--- src/rtl/counter_sched_pkg.sv ---
// Shared types and sizes for the counter scheduler slice.
package counter_sched_pkg;
    typedef enum logic [1:0] {IDLE, RUN, DONE} state_t;
    localparam int CNT_W = 4;
    localparam int REQ_N = 2;
endpackage

--- src/rtl/counter_sched_if.sv ---
// Request/grant/status bundle between a requester side (master) and the scheduler (slave).
interface counter_sched_if;
    import counter_sched_pkg::*;
    logic             enable;
    logic [REQ_N-1:0] req;
    logic [CNT_W-1:0] len0;
    logic [CNT_W-1:0] len1;
    logic [REQ_N-1:0] gnt;
    logic [CNT_W-1:0] count;
    logic             busy;
    logic [REQ_N-1:0] done;
    logic [CNT_W-1:0] count1;
    logic [CNT_W-1:0] count2;

    modport master (output enable, req, len0, len1,
                    input  gnt, count, busy, done, count1, count2);
    modport slave  (input  enable, req, len0, len1,
                    output gnt, count, busy, done, count1, count2);
endinterface

--- src/rtl/counter_sched_counter_unit.sv ---
// Shared run counter: clear has priority over increment, otherwise hold; wraps at 2**W.
module counter_unit #(
    parameter int W = 4
) (
    input  logic         clk,
    input  logic         reset,
    input  logic         clr,
    input  logic         inc,
    output logic [W-1:0] count
);
    always_ff @(posedge clk) begin
        if (reset)    count <= '0;
        else if (clr) count <= '0;
        else if (inc) count <= count + W'(1);
    end
endmodule

--- src/rtl/counter_sched.sv ---
// Two-requester run scheduler with a shared counter and per-requester completion tallies.
// Define COUNTER_SCHED_RR_EN for round-robin arbitration; default is fixed priority (req[0] wins).
module counter_sched
    import counter_sched_pkg::*;
(
    input logic            clk,
    input logic            reset,
    counter_sched_if.slave bus
);
    state_t           state;
    logic [CNT_W-1:0] len_q;
    logic [CNT_W-1:0] last_cnt;
    logic             owner;
    logic             pick;
    logic             abort;
    logic             finish;
    logic             clr;
    logic             inc;
`ifdef COUNTER_SCHED_RR_EN
    logic             last_owner;
`endif

    // pick is the index of the winning requester; only meaningful when req != 0
    always_comb begin
`ifdef COUNTER_SCHED_RR_EN
        pick = (bus.req == 2'b11) ? ~last_owner : ~bus.req[0];
`else
        pick = ~bus.req[0];
`endif
    end

    always_comb begin
        last_cnt = len_q - CNT_W'(1);
        abort    = (state == RUN) && !bus.req[owner];
        finish   = (state == RUN) && bus.req[owner] && (bus.count == last_cnt);
        clr      = bus.enable && (abort || finish);
        inc      = bus.enable && (state == RUN) && !abort && !finish;
    end

    counter_unit #(.W(CNT_W)) u_cnt (
        .clk   (clk),
        .reset (reset),
        .clr   (clr),
        .inc   (inc),
        .count (bus.count)
    );

    always_ff @(posedge clk) begin
        if (reset) begin
            state      <= IDLE;
            owner      <= 1'b0;
            len_q      <= '0;
            bus.gnt    <= '0;
            bus.busy   <= 1'b0;
            bus.done   <= '0;
            bus.count1 <= '0;
            bus.count2 <= '0;
`ifdef COUNTER_SCHED_RR_EN
            last_owner <= 1'b1;
`endif
        end else begin
            bus.done <= '0;
            unique case (state)
                IDLE: begin
                    if (bus.enable && bus.req != '0) begin
                        state    <= RUN;
                        owner    <= pick;
                        len_q    <= pick ? bus.len1 : bus.len0;
                        bus.gnt  <= {pick, ~pick};
                        bus.busy <= 1'b1;
                    end
                end
                RUN: begin
                    if (bus.enable) begin
                        if (abort) begin
                            state    <= IDLE;
                            bus.gnt  <= '0;
                            bus.busy <= 1'b0;
`ifdef COUNTER_SCHED_RR_EN
                            last_owner <= owner;
`endif
                        end else if (finish) begin
                            state    <= DONE;
                            bus.done <= bus.gnt;
                            if (owner) bus.count2 <= bus.count2 + CNT_W'(1);
                            else       bus.count1 <= bus.count1 + CNT_W'(1);
`ifdef COUNTER_SCHED_RR_EN
                            last_owner <= owner;
`endif
                        end
                    end
                end
                DONE: begin
                    state    <= IDLE;
                    bus.gnt  <= '0;
                    bus.busy <= 1'b0;
                end
                default: begin
                    state    <= IDLE;
                    bus.gnt  <= '0;
                    bus.busy <= 1'b0;
                end
            endcase
        end
    end
endmodule

--- src/flat_wrapper.sv ---
// flat-port wrapper written by rule: the top's interface ports become plain ports
module counter_sched_flat import counter_sched_pkg::*;
  (clk, reset, bus_enable, bus_req, bus_len0, bus_len1, bus_gnt, bus_count, bus_busy, bus_done, bus_count1, bus_count2);
  counter_sched_if bus_i ();
  input logic clk;
  input logic reset;
  input wire logic [$bits(bus_i.enable)-1:0] bus_enable;
  input wire logic [$bits(bus_i.req)-1:0] bus_req;
  input wire logic [$bits(bus_i.len0)-1:0] bus_len0;
  input wire logic [$bits(bus_i.len1)-1:0] bus_len1;
  output wire logic [$bits(bus_i.gnt)-1:0] bus_gnt;
  output wire logic [$bits(bus_i.count)-1:0] bus_count;
  output wire logic [$bits(bus_i.busy)-1:0] bus_busy;
  output wire logic [$bits(bus_i.done)-1:0] bus_done;
  output wire logic [$bits(bus_i.count1)-1:0] bus_count1;
  output wire logic [$bits(bus_i.count2)-1:0] bus_count2;
  assign bus_i.enable = bus_enable;
  assign bus_i.req = bus_req;
  assign bus_i.len0 = bus_len0;
  assign bus_i.len1 = bus_len1;
  assign bus_gnt = bus_i.gnt;
  assign bus_count = bus_i.count;
  assign bus_busy = bus_i.busy;
  assign bus_done = bus_i.done;
  assign bus_count1 = bus_i.count1;
  assign bus_count2 = bus_i.count2;
  counter_sched u_core (.clk(clk), .reset(reset), .bus(bus_i));
endmodule
--- config.mk ---
export PLATFORM = sky130hd
export DESIGN_NAME = counter_sched_flat
export DESIGN_NICKNAME = d
export VERILOG_FILES = /design/src/rtl/counter_sched_pkg.sv /design/src/rtl/counter_sched_if.sv /design/src/rtl/counter_sched_counter_unit.sv /design/src/rtl/counter_sched.sv /design/src/flat_wrapper.sv
export SDC_FILE = /design/constraint.sdc
export NUM_CORES = 1
export LEC_CHECK = 0
export ABC_AREA = 1
export ABC_CLOCK_PERIOD_IN_PS = 1700
export CORE_MARGIN = 2
export CORE_UTILIZATION = 49
export DETAILED_ROUTE_END_ITERATION = 8
export HOLD_SLACK_MARGIN = 0.15
export PLACE_DENSITY_LB_ADDON = 0.05
export SLEW_MARGIN = 20
export SYNTH_ARGS = -nofsm -noshare
export SYNTH_HDL_FRONTEND = slang
export SYNTH_SLANG_ARGS = --single-unit
--- constraint.sdc ---
create_clock -name clk -period 1.7 [get_ports clk]
set_input_delay 0.255 -clock clk [delete_from_list [all_inputs] [get_ports clk]]
set_output_delay 0.255 -clock clk [all_outputs]
set_load 0.01 [all_outputs]
; ---- Word-level counts from Yosys, hierarchy flattened
; Index checks and enable logic that the tools add are counted.
[op_classes]
addsub = 4
mul = 0
div = 0
n_lt_le_gt_ge = 1
n_eq_ne = 6
n_shift = 0
n_mux = 16
bitwise = 6
reduce_logical = 21
[ops]
columns = operator, n
row1 = $mux 2, 7
row2 = $add 4x1->4 const B, 3
row3 = $reduce_and 5->1, 2
row4 = $logic_and 1x1->1, 8
row5 = $pmux 2 s2, 2
row6 = $not 1->1, 6
row7 = $reduce_and 3->1, 2
row8 = $mux 1, 5
row9 = $reduce_or 5->1, 1
row10 = $eq 4x4->1, 1
row11 = $mux 4, 1
row12 = $ne 2x1->1 const B, 2
row13 = $sub 4x1->4 const B, 1
row14 = $logic_not 1->1, 3
row15 = $ne 3x1->1 const B, 1
row16 = $eq 2x1->1 const B, 1
row17 = $logic_not 2->1, 1
row18 = $lt 1x2->1 const B, 1
row19 = $ne 2x2->1 const B, 1
row20 = $pmux 1 s2, 1
row21 = $reduce_and 2->1, 1
row22 = $reduce_bool 2->1, 1
row23 = $reduce_or 2->1, 1
row24 = $logic_or 1x1->1, 1
[totals]
regBits = 24
latch_bits = 0
mem_bits_rw = 0
rom_bits = 0
in_bits = 13
output_inout_bits = 17
elab_cells = 63
mem_count = 0

; ---- Depth between registers and ports, before layout
; Gate-level depths: netlist of the first run.
[logic_depth]
ltp_word = 8
depth_mapped = 15
depth_no_buf = 15

; ---- By module
; Synthesis of the first run repeated with hierarchy kept, for this count alone.
[hier_totals]
hier_cells = 186
area_unflattened_um2 = 1273.7
[by_module_without_submodules]
columns = mod, instances, cells_each, area_each_um2, seq_area_each_um2
row1 = counter_sched, 1, 164, 1104.8, 400.4
row2 = counter_unit, 1, 22, 168.9, 80.1

; ---- Least setup slack after synthesis of the first run
; No wires, ideal clock.
[synth_path]
kind = register to register
start = register u_core.len_q[0]
end = register u_core.bus.count1[2]
setup_ns = 0.134
arrival_time_ns = 1.439
required_ns = 1.566
setup_slack_ns = 0.127
path_stages_with_launch = 14
path_buffers = 0
period_less_slack_ns = 1.573
cell_sequence = dfxtp_1 -> inv_1 -> ha_1 -> inv_1 -> nand2_1 -> nand2_1 -> inv_1 -> nand2_2 -> nor2_4 -> nand3_1 -> inv_2 -> nand2_1 -> nand2_1 -> a21oi_1
[synth_via]
elab_chain_len = 4
[synth_lines]
columns = item, line_no
row1 = from (decl), counter_sched.sv:11  ; logic [CNT_W-1:0] len_q;
row2 = from (signal assigned), counter_sched.sv:68  ; len_q <= pick ? bus.len1 : bus.len0;
row3 = $sub 4x1->4, counter_sched.sv:33  ; last_cnt = len_q - CNT_W'(1);
row4 = $eq 4x4->1, counter_sched.sv:35  ; finish = (state == RUN) && bus.req[owner] && (bus.count == last_cnt);
row5 = $logic_and 1x1->1, counter_sched.sv:35
row6 = $reduce_and 5->1 (no line), n/a
row7 = to (signal assigned), counter_sched.sv:86  ; else bus.count1 <= bus.count1 + CNT_W'(1);
row8 = to (decl), counter_sched_if.sv:18  ; output gnt, count, busy, done, count1, count2);
; Every way passes these cells.
; A chain may end at the register's enable or synchronous reset.

; ---- Worst setup path in the final report of the first run
[layout_path]
start = register u_core.len_q[0]
end = register u_core.bus.count2[1]
[layout_via]
elab_chain_len = 4
[layout_lines]
columns = item, line_no
row1 = $sub 4x1->4, counter_sched.sv:33
row2 = $eq 4x4->1, counter_sched.sv:35
row3 = $logic_and 1x1->1, counter_sched.sv:35
row4 = $reduce_and 5->1 (no line), n/a
row5 = to (signal assigned), counter_sched.sv:85  ; if (owner) bus.count2 <= bus.count2 + CNT_W'(1);
row6 = to (decl), counter_sched_if.sv:18
; Every way passes these cells.

==> impl_metrics.py, run 1 <==
metrics = {
    "clock_tree": {
        "clkSinkCount": 24,
        "worst_skew_pair.late_latency_ns": 0.31,
        "cts_setup_buffers": 0,
        "cts_made_buffers": 3,
        "clk_pin_slew_worst_paths_ns": 0.13,
        "htreeDepth": 1,
        "root_buffer": "clkbuf_4",
        "clockBufferDepth": 2,
        "cts_tree": "yes",
        "cts_hold_buffers": 0,
    },
    "sta": {
        "finalSetupTns_ns": -0.0320,
        "worstMarginPinSlew_ns": 0.303,
        "fin_crit_sh": 1.01,
        "fin_skew_ns": 0.00211,
        "finalHoldViolCount": 0,
        "grt_setup_unrepaired": "yes",
        "setup_viol": 2,
        "min_period_ns": 1.72,
        "fmax_ghz": 0.582,
        "slew_violations": 0,
        "worst_slack_ns": -0.0192,
        "max_slew_margin": 0.797,
    },
    "global_route": {
        "first_global_vias": 1234,
        "overflow": 0,
        "antenna_found_initial": 0,
        "grt_start_max_net_pins": 18,
        "track_usage": 0.198,
        "grt_pass1_wl_mm": 5.08,
    },
    "routing": {
        "drtIter0Drc": 36,
        "avgViaCountPerCell": 5.14,
        "routed_wl_mm": 3.10,
        "drc": 0,
        "routed-via-count": 1320,
        "wl_per_cell_um": 12.0,
        "ant_nets": 0,
        "dr.pass1.iters": 4,
    },
    "synth": {
        "syn_inst": 188,
        "syn_area_um2": 1320,
        "synth_warnings": 0,
        "avgSynthCellArea_um2": 7.01,
        "seq_area_frac_synth": 0.364,
        "synth_seq_cells": 24,
        "synth.net_count": 205,
        "synth_cell_types": 27,
    },
    "worst_setup_path": {
        "cp_max_fo": 5,
        "end_kind": "register",
        "crit_type": "reg -> reg",
        "max_stage_delay_ns": 0.36,
        "path_buf_inv": 4,
        "cpMostUsedCell": "inv_2",
        "critPathTopFamily": "simple AND/OR/NAND/NOR gates",
        "crit_arrival_ns": 1.94,
        "path_cells": "inv_2 > ha_4 > inv_2 > nand2_2 > nand2_2 > inv_2 > nand2_2 > nor2_4 > nand3_4 > nor2_4 > inv_2 > nor2_1 > nor2_1",
        "crit_slowest_cell": "dfxtp_2",
        "crit_path_start_kind": "register",
        "crit_required_ns": 1.92,
    },
    "finish": {
        "finalNetCount": 246,
        "final_common_cell": "nand2_1",
        "mostFrequentLayoutCells": "32 x nand2_1, 29 x clkdlybuf4s50_1, 27 x inv_1",
        "drive_gt1_frac": 0.207,
        "utilization": 0.713,
        "fill_cells": 213,
        "final_cells": 257,
        "syn2layout_area_growth_pct": 36.3,
        "diodes": 0,
    },
    "floorplan": {
        "core_region_area_um2": 2520,
        "ios": 30,
        "die_h_um": 55.9,
        "initial_core_util": 0.523,
        "rows": 18,
        "die-width_um": 55.9,
        "die-area_um2": 3120,
    },
    "power": {
        "power_density_nw_per_um2": 609,
        "power.leakage_uw": 0.000768,
        "irDropWorstVdd_uv": 510,
    },
    "run_status": {
        "run_status": "finished, violations left",
        "violations": "setup timing",
    },
    "placement": {
        "port_buffers": 29,
        "dp.cells": 254,
        "gp_congestion": 0.846,
        "dp_hpwl_mm": 2.33,
    },
    "flow_run": {
        "cap_violations": 0,
    },
    "hold_path": {
        "hp-class": "reg -> reg",
    },
}
[cell families after synthesis]
| kind of cell | after synthesis | synth area share |
|---|---|---|
| simple gates | 91 | 0.326 |
| buf+inv | 39 | 0.112 |
| compound gates | 24 | 0.120 |
| flops | 24 | 0.364 |
| xor+xnor | 6 | 0.0399 |
| fa+ha+maj | 4 | 0.0380 |
[registers in the layout, indices dropped and copies added, names as in the netlist]
signal and flops:
u_core.len_q 4, u_core.bus.done 2, u_core.bus.gnt 2, u_core.owner 1, u_core.bus.count1 4, u_core.u_cnt.count 4
u_core.bus.busy 1, u_core.state 2, u_core.bus.count2 4
[routing by layer]
metal	share of wire	global-route usage	wire, µm
met5	0	0	0
met4	0.011	0.0748	33
met3	0.032	0.0256	99
met1	0.44	0.226	1380
met2	0.51	0.371	1590
[final timing paths]
| check | slack, ns | cells past startpoint | to | startpoint |
|---|---|---|---|---|
| setup / recovery | -0.02 | 13 | u_core.bus.count2[1]$_SDFFE_PP0P_ | u_core.len_q[0]$_SDFFE_PP0P_ |
| hold / removal | 0.47 | 2 | u_core.bus.done[0]$_SDFF_PP0_ | u_core.bus.gnt[0]$_SDFFE_PP0P_ |
| setup reg to reg | -0.02 | 13 | u_core.bus.count2[1]$_SDFFE_PP0P_ | u_core.len_q[0]$_SDFFE_PP0P_ |
| hold reg to reg | 0.47 | 2 | u_core.bus.done[0]$_SDFF_PP0_ | u_core.bus.gnt[0]$_SDFFE_PP0P_ |
[worst register-to-register path: stages, from the launching register on]
cell and delay (ns):
dfxtp_2 0.36, inv_2 0.05, ha_4 0.27, inv_2 0.04, nand2_2 0.05, nand2_2 0.06, inv_2 0.05, nand2_2 0.05
nor2_4 0.21, nand3_4 0.12, nor2_4 0.18, inv_2 0.06, nor2_1 0.10, nor2_1 0.04
[per-stage QoR]
stage	hold slack [ns]	cell area, µm²	total power [µW]	setup slack [ns]
4_1_cts	0.466	1740	1080	0.00467
3_5_place_dp	0.439	1710	831	-0.0706
6_report	0.466	1800	1100	-0.0192
2_1_floorplan	0.360	1320	740	0.127
3_3_place_gp	0.442	1710	821	0.00158
5_1_grt	0.509	1800	1150	-0.115
[area by class of cell]
class | count | area, µm² | area share
Timing Repair Buffer | 38 | 358 | 0.199
Sequential cell | 24 | 482 | 0.268
Clock buffer | 3 | 22.5 | 0.0125
Tap cell | 30 | 37.5 | 0.0209
Multi-Input combinational cell | 125 | 757 | 0.421
Inverter | 37 | 141 | 0.0786
[where the power goes]
group / internal, µW / switching (µW) / total, µW
sequential: 581 / 13.2 / 595
combinational: 107 / 145 / 252
clock: 82.8 / 166 / 249
total: 771 / 324 / 1100
[synth_stat cells, drive strengths merged]
cell type | n | share of area
ha | 4 | 0.038
xor2 | 3 | 0.020
a211oi | 5 | 0.028
nor3 | 4 | 0.015
nand4 | 2 | 0.0095
inv | 36 | 0.10
o31ai | 5 | 0.028
buf | 1 | 0.0038
nor2 | 23 | 0.086
a21oi | 9 | 0.040
o21ai | 4 | 0.018
nand2 | 43 | 0.13
dfxtp | 24 | 0.36
xnor2 | 3 | 0.020
clkbuf | 1 | 0.0028
clkinv | 1 | 0.0028
o22ai | 1 | 0.0047
nand3 | 18 | 0.082
nand3b | 1 | 0.0057
[timing repair]
item,CTS,global route
setup endpoints to repair,9,15
resized for setup,4,18
pin swaps,2,14
gates cloned,0,0
No activity file was read; power rests on OpenSTA's default activity.
==> run 2, diff against run 1 <==
HOLD_SLACK_MARGIN = default   (was 0.15)
==> results of run 2 <==
No change in the layout: final DEF, timing and power equal those of run 1.
